==> src/rtl/mips_pkg.sv <==
// Shared MIPS core types: MEM-stage FSM states, datapath widths, MEM/WB record.
// Pure declarations, no timing or flow control of its own.
package mips_pkg;

  localparam int WORD_W          = 32;
  localparam int REG_ADDR_W      = 5;
  localparam int TIMEOUT_DEFAULT = 15;
  localparam int CNT_W           = 5;

  typedef enum logic [1:0] {
    IDLE = 2'd0,
    BUSY = 2'd1,
    DONE = 2'd2
  } mem_state_t;

  typedef struct packed {
    logic [WORD_W-1:0]     read_data;
    logic [WORD_W-1:0]     alu_out;
    logic [REG_ADDR_W-1:0] reg_addr;
    logic                  memtoreg;
    logic                  regwrite;
  } mem_wb_t;

  function automatic logic is_misaligned(input logic [WORD_W-1:0] addr);
    return addr[1:0] != 2'b00;
  endfunction

endpackage

==> src/rtl/mem_wb_reg.sv <==
// MEM/WB pipeline register, loads every cycle; 1-cycle latency.
// No backpressure: the stall is applied upstream, a bubble load zeroes every field.
module mem_wb_reg
  import mips_pkg::*;
(
  input  logic    clk,
  input  logic    rst_n,
  input  logic    bubble,
  input  mem_wb_t d_i,
  output mem_wb_t q_o
);

  always_ff @(posedge clk or negedge rst_n) begin
    if (!rst_n) begin
      q_o <= '0;
    end else if (bubble) begin
      q_o <= '0;
    end else begin
      q_o <= d_i;
    end
  end

endmodule

==> src/rtl/mem_access_unit.sv <==
// MEM-stage controller: runs loads/stores on a req/ack bus, stalls upstream while busy.
// Latency 1 edge for non-memory ops, 2 + wait states for memory ops; misaligned/timeouts squash.
module mem_access_unit
  import mips_pkg::*;
#(
  parameter int TIMEOUT = TIMEOUT_DEFAULT
) (
  input  logic                  clk,
  input  logic                  rst_n,
  input  logic [WORD_W-1:0]     MEM_ALU_out,
  input  logic [WORD_W-1:0]     MEM_register_read_data2,
  input  logic [REG_ADDR_W-1:0] MEM_register_addr,
  input  logic                  MEM_MemRead,
  input  logic                  MEM_MemWrite,
  input  logic                  MEM_MemtoReg,
  input  logic                  MEM_RegWrite,
  output logic                  dmem_req,
  output logic                  dmem_we,
  output logic [WORD_W-1:0]     dmem_addr,
  output logic [WORD_W-1:0]     dmem_wdata,
  input  logic [WORD_W-1:0]     dmem_rdata,
  input  logic                  dmem_ack,
  output logic                  mem_stall,
  output logic [WORD_W-1:0]     WB_read_data,
  output logic [WORD_W-1:0]     WB_ALU_out,
  output logic [REG_ADDR_W-1:0] WB_register_addr,
  output logic                  WB_MemtoReg,
  output logic                  WB_RegWrite,
  output logic                  mem_fault
);

  mem_state_t        state_q, state_d;
  logic [CNT_W-1:0]  cnt_q, cnt_d;
  logic [WORD_W-1:0] addr_q, addr_d;
  logic [WORD_W-1:0] wdata_q, wdata_d;
  logic [WORD_W-1:0] rdata_q, rdata_d;
  logic              we_q, we_d;
  logic              squash_q, squash_d;
  logic              fault_q, fault_d;

  logic              access;
  logic              bad_access;
  logic              start;
  logic              wb_bubble;
  mem_wb_t           wb_d, wb_q;

  assign access     = MEM_MemRead | MEM_MemWrite;
  assign bad_access = access & ((MEM_MemRead & MEM_MemWrite) | is_misaligned(MEM_ALU_out));
  assign start      = (state_q == IDLE) & access & ~bad_access;

  always_comb begin
    state_d          = state_q;
    cnt_d            = cnt_q;
    addr_d           = addr_q;
    wdata_d          = wdata_q;
    rdata_d          = rdata_q;
    we_d             = we_q;
    squash_d         = squash_q;
    fault_d          = fault_q;
    wb_bubble        = 1'b0;
    wb_d.read_data   = '0;
    wb_d.alu_out     = MEM_ALU_out;
    wb_d.reg_addr    = MEM_register_addr;
    wb_d.memtoreg    = MEM_MemtoReg;
    wb_d.regwrite    = MEM_RegWrite;

    case (state_q)
      IDLE: begin
        if (start) begin
          state_d   = BUSY;
          cnt_d     = '0;
          addr_d    = MEM_ALU_out;
          wdata_d   = MEM_register_read_data2;
          we_d      = MEM_MemWrite;
          rdata_d   = '0;
          squash_d  = 1'b0;
          wb_bubble = 1'b1;
        end else if (bad_access) begin
          fault_d       = 1'b1;
          wb_d.regwrite = 1'b0;
        end
      end
      BUSY: begin
        wb_bubble = 1'b1;
        // Ack is checked before the timeout so a last-cycle ack still completes cleanly.
        if (dmem_ack) begin
          if (!we_q) rdata_d = dmem_rdata;
          state_d = DONE;
        end else if (cnt_q == CNT_W'(TIMEOUT - 1)) begin
          fault_d  = 1'b1;
          squash_d = 1'b1;
          state_d  = DONE;
        end else begin
          cnt_d = cnt_q + CNT_W'(1);
        end
      end
      DONE: begin
        wb_d.read_data = rdata_q;
        if (squash_q) wb_d.regwrite = 1'b0;
        state_d = IDLE;
      end
      default: state_d = IDLE;
    endcase
  end

  always_ff @(posedge clk or negedge rst_n) begin
    if (!rst_n) begin
      state_q  <= IDLE;
      cnt_q    <= '0;
      addr_q   <= '0;
      wdata_q  <= '0;
      rdata_q  <= '0;
      we_q     <= 1'b0;
      squash_q <= 1'b0;
      fault_q  <= 1'b0;
    end else begin
      state_q  <= state_d;
      cnt_q    <= cnt_d;
      addr_q   <= addr_d;
      wdata_q  <= wdata_d;
      rdata_q  <= rdata_d;
      we_q     <= we_d;
      squash_q <= squash_d;
      fault_q  <= fault_d;
    end
  end

  mem_wb_reg u_mem_wb_reg (
    .clk    (clk),
    .rst_n  (rst_n),
    .bubble (wb_bubble),
    .d_i    (wb_d),
    .q_o    (wb_q)
  );

  // Stall is combinational in IDLE, so reset must mask it while a memory op sits on the inputs.
  assign mem_stall        = rst_n & (start | (state_q == BUSY));
  assign dmem_req         = (state_q == BUSY);
  assign dmem_we          = we_q;
  assign dmem_addr        = addr_q;
  assign dmem_wdata       = wdata_q;
  assign mem_fault        = fault_q;
  assign WB_read_data     = wb_q.read_data;
  assign WB_ALU_out       = wb_q.alu_out;
  assign WB_register_addr = wb_q.reg_addr;
  assign WB_MemtoReg      = wb_q.memtoreg;
  assign WB_RegWrite      = wb_q.regwrite;

endmodule

==> config.mk <==
export PLATFORM = sky130hd
export DESIGN_NAME = mem_access_unit
export DESIGN_NICKNAME = d
export VERILOG_FILES = /design/src/rtl/mips_pkg.sv /design/src/rtl/mem_wb_reg.sv /design/src/rtl/mem_access_unit.sv
export SDC_FILE = /design/constraint.sdc
export NUM_CORES = 1
export LEC_CHECK = 0
export BUFFER_PORTS_ARGS = -buffer_cell sky130_fd_sc_hd__buf_4
export CORE_MARGIN = 3
export CORE_UTILIZATION = 49
export CTS_BUF_LIST = sky130_fd_sc_hd__clkbuf_8 sky130_fd_sc_hd__clkbuf_16
export CTS_CLUSTER_SIZE = 14
export DETAILED_ROUTE_END_ITERATION = 10
export PLACE_DENSITY = 0.8
export SYNTH_ARGS = -nofsm -noshare
export SYNTH_HDL_FRONTEND = slang
export SYNTH_HIERARCHICAL = 1
export SYNTH_SLANG_ARGS = --single-unit
==> constraint.sdc <==
create_clock -name clk -period 2 [get_ports clk]
set_input_delay 0.2 -clock clk [delete_from_list [all_inputs] [get_ports clk]]
set_output_delay 0.2 -clock clk [all_outputs]
set_load 0.005 [all_outputs]
==> results.toml <==
[worst_setup_path]
slowest_stage = "or4_4"
cp.arrival_ns = 1.86
critPathKind = "register to output port"
crit_chain = "or4_4 > or2_4 > a21boi_2 > buf_4"
max_stage_delay_ns = 0.48
crit_start = "state_q[1]$_DFFE_PN0P_"
cp-start-kind = "register"
required_ns = 1.80
cp-end-kind = "output port"
worstPathMaxFanout = 2
reg2reg_from = "state_q[1]$_DFFE_PN0P_"

[clock_network]
root_buffer = "clkbuf_16"
clkTransAtPathRegs_ns = 0.06
numCtsBuffers = 17
clock_sinks = 177
h-tree-depth = 4
clock_latency_ns = 0.42
clockBufferDepth = 2
cts_tree = "built"

[power_and_ir_drop]
cellPowerDensity_nw_per_um2 = 1027
ir_drop_uv = 758.5
leakage_nw = 4.870
power_mw = 10.26

[worst_hold_path]
hold_class = "primary input to asynchronous set/reset pin"

[run_status]
violations = "negative hold slack, negative setup slack"
status = "finished with violations"

[timing]
slew_viol_final = 0
finalHoldViolations = 79
fin_crit_ns = 2.058
clock_skew_ns = 0.005164
grt_setup_unrepaired = "true"
fin_crit_sh_pct = 102.9
fmax_ghz = 0.4860
worst_slack_ns = -0.05755
setup_viol = 1
fin_setup_tns_ns = -0.05755
tightest_slew_ns = 0.9566
relSlewSlack_pct = 35.94
hold_ws_ns = -0.02335

[finish]
area_growth_syn_to_layout_pct = 50.24
multi_input_area_um2 = 2067
nFillCells = 814
instances_no_fill = 1008
finalNetCount = 932
drive_gt1_share_pct = 42.04
register_area_um2 = 4429
finish.instance_area_um2 = 9990
fin_util_pct = 77.27

[detailed_routing]
post-route-drc-count = 0
num_vias = 5006
wl_um = 17680
post_drt_wl_per_cell_um = 17.54
drt_pre_antenna_iters = 4
postRouteAntennaNets = 0
via_per_inst = 4.966
drtIter0Drc = 378

[die]
core_um2 = 12930
start_util_pct = 51.43
die_x_um = 122.5
die_h_um = 122.5
die_area_um2 = 15000
io_pins = 247
rows = 41

[grt]
antenna_found_initial = 0
grt_pass1_wl_um = 27320
grt_pass1_vias = 5447
grt_max_degree = 178
grt_overflow_total = 0
gr-usage-all-layers_pct = 23.84

[logic_synthesis]
muxShareOfSynthArea_pct = 10.82
synth-xor-area-share_pct = 0.1317
synthAdderAreaFrac_pct = 0.3764
synth_seq_cells = 177
syn_area_per_cell_um2 = 12.94
synth_cells = 514
synth_compound_area_share_pct = 3.670
synth.distinct_cells = 35
yosysWarningCount = 6
synth_top_area_cell = "dfrtp_1"
ys_seq_area_share_pct = 66.62
syn_nets = 624
synth_area_leaders = "dfrtp_1 67%, mux2_2 8.0%, nor2b_1 6.8%, nand2_1 3.7%, and2_1 3.2%"
synth-simple-area-share_pct = 15.69
synth_top_area_share_pct = 66.62
synth_area_um2 = 6649
synth_top_family_by_area = "simple AND/OR/NAND/NOR gates"

[place]
post-dp-hpwl_um = 11450
place_area_um2 = 8735
place_inst = 915
pre_cts_slack_ns = 0.05974
gp_congestion = 0.8425
port_buffers = 246

[run]
maxCapViolations = 0
## layer usage
layer	GRT usage, %	share of wire, %	up-vias
met5	0	0	-
met4	10.29	3.0	0
met3	9.309	9.7	43
met2	42.70	53	230
met1	24.74	34	2449
li1	-	-	2284
## flip-flops by register name (all words and copies together) (netlist names)
name              count
rdata_q              32
mem_fault             1
u_mem_wb_reg/q_o     71
cnt_q                 5
dmem_we               1
state_q               2
squash_q              1
dmem_wdata           32
dmem_addr            32
## kinds of logic after synthesis
family	after synthesis
DFF	177
buffers and inverters	35
AOI/OAI and AO/OA	45
muxes	64
xor gates and xnor gates	1
and+or+nand+nor	190
adders and majority gates	2
## cell usage in the layout, fill, tap and decap left out, types with 2 or more instances in the layout
cell,n
clkbuf_16,19
bufinv_16,3
mux2_2,47
nand2_1,65
ha_1,2
nor2b_1,71
dlygate4sd3_1,54
mux2_1,16
buf_12,6
o22ai_1,3
o31ai_1,2
clkinv_2,2
clkinvlp_4,4
and2_1,34
clkbuf_8,2
nand3_1,2
o21ai_0,33
a21oi_1,3
dfrtp_1,177
buf_4,256
or3_1,3
inv_6,2
inv_1,6
nor2_1,2
a211oi_1,2
## final timing paths
path | end | slack [ns] | cells past startpoint
hold / removal | u_mem_wb_reg/q_o[5]$_DFF_PN0_ | -0.02 | 2
hold reg to reg | dmem_addr[1]$_DFFE_PN0P_ | 0.49 | 1
max in group asynchronous | dmem_wdata[17]$_DFFE_PN0P_ | 1.38 | 2
setup reg to reg | dmem_addr[13]$_DFFE_PN0P_ | 0.04 | 6
min in group clk | u_mem_wb_reg/q_o[33]$_DFF_PN0_ | 0.01 | 2
setup / recovery | mem_stall | -0.06 | 4
## area by class of cell
| cell class | count | area share, % |
|---|---|---|
| sequential | 177 | 44.34 |
| inverter | 5 | 0.1879 |
| antenna | 1 | 0.02505 |
| clock inverter | 13 | 1.603 |
| multi-input combinational | 302 | 20.69 |
| clock buffer | 19 | 4.534 |
| tap | 172 | 2.154 |
| timing repair buffer | 319 | 26.47 |
## worst max-delay path: cells and delay by family, from the launching register on
family                 cells  cell delay [ns]
and+or+nand+nor            2             0.75
DFF                        1             0.39
buffers and inverters      1             0.14
AOI/OAI and AO/OA          1             0.16
## timing repair
item / CTS / global route
setup endpoints to repair: 1 / 40
pin swaps: 4 / 4
gates cloned: 0 / 2
setup buffers: 1 / 3
gates resized for setup: 4 / 0
hold buffers: 53 / 1
hold endpoints to repair: 57 / 1
## cells in the mapped netlist
| cell | count |
|---|---|
| nand4bb_1 | 1 |
| nand2b_1 | 1 |
| clkbuf_1 | 15 |
| o31ai_1 | 2 |
| mux2_1 | 16 |
| nor2_4 | 1 |
| dfrtp_1 | 177 |
| a21oi_1 | 3 |
| nand3_1 | 2 |
| a211oi_1 | 2 |
| or3b_1 | 1 |
| inv_1 | 5 |
| o21ai_0 | 33 |
| buf_6 | 3 |
| or4_1 | 1 |
| ha_1 | 2 |
| or4_4 | 1 |
| nor3b_1 | 1 |
| buf_2 | 8 |
| or2_2 | 1 |
| and4b_1 | 1 |
| a21boi_0 | 1 |
| o21a_1 | 1 |
| mux2_2 | 47 |
| xnor2_1 | 1 |
| or3_1 | 3 |
| nor2_1 | 2 |
| nor2b_1 | 72 |
| nand2_1 | 66 |
| buf_4 | 4 |
| mux2i_1 | 1 |
| or2_0 | 1 |
| and2_1 | 34 |
| o22ai_1 | 3 |
| nor4bb_1 | 1 |
## power by group
part           switching (mW)  internal (mW)
Combinational           0.876           1.32
Clock                    1.35           2.03
Sequential              0.396           4.28
Power figures use the tool's default switching activity.
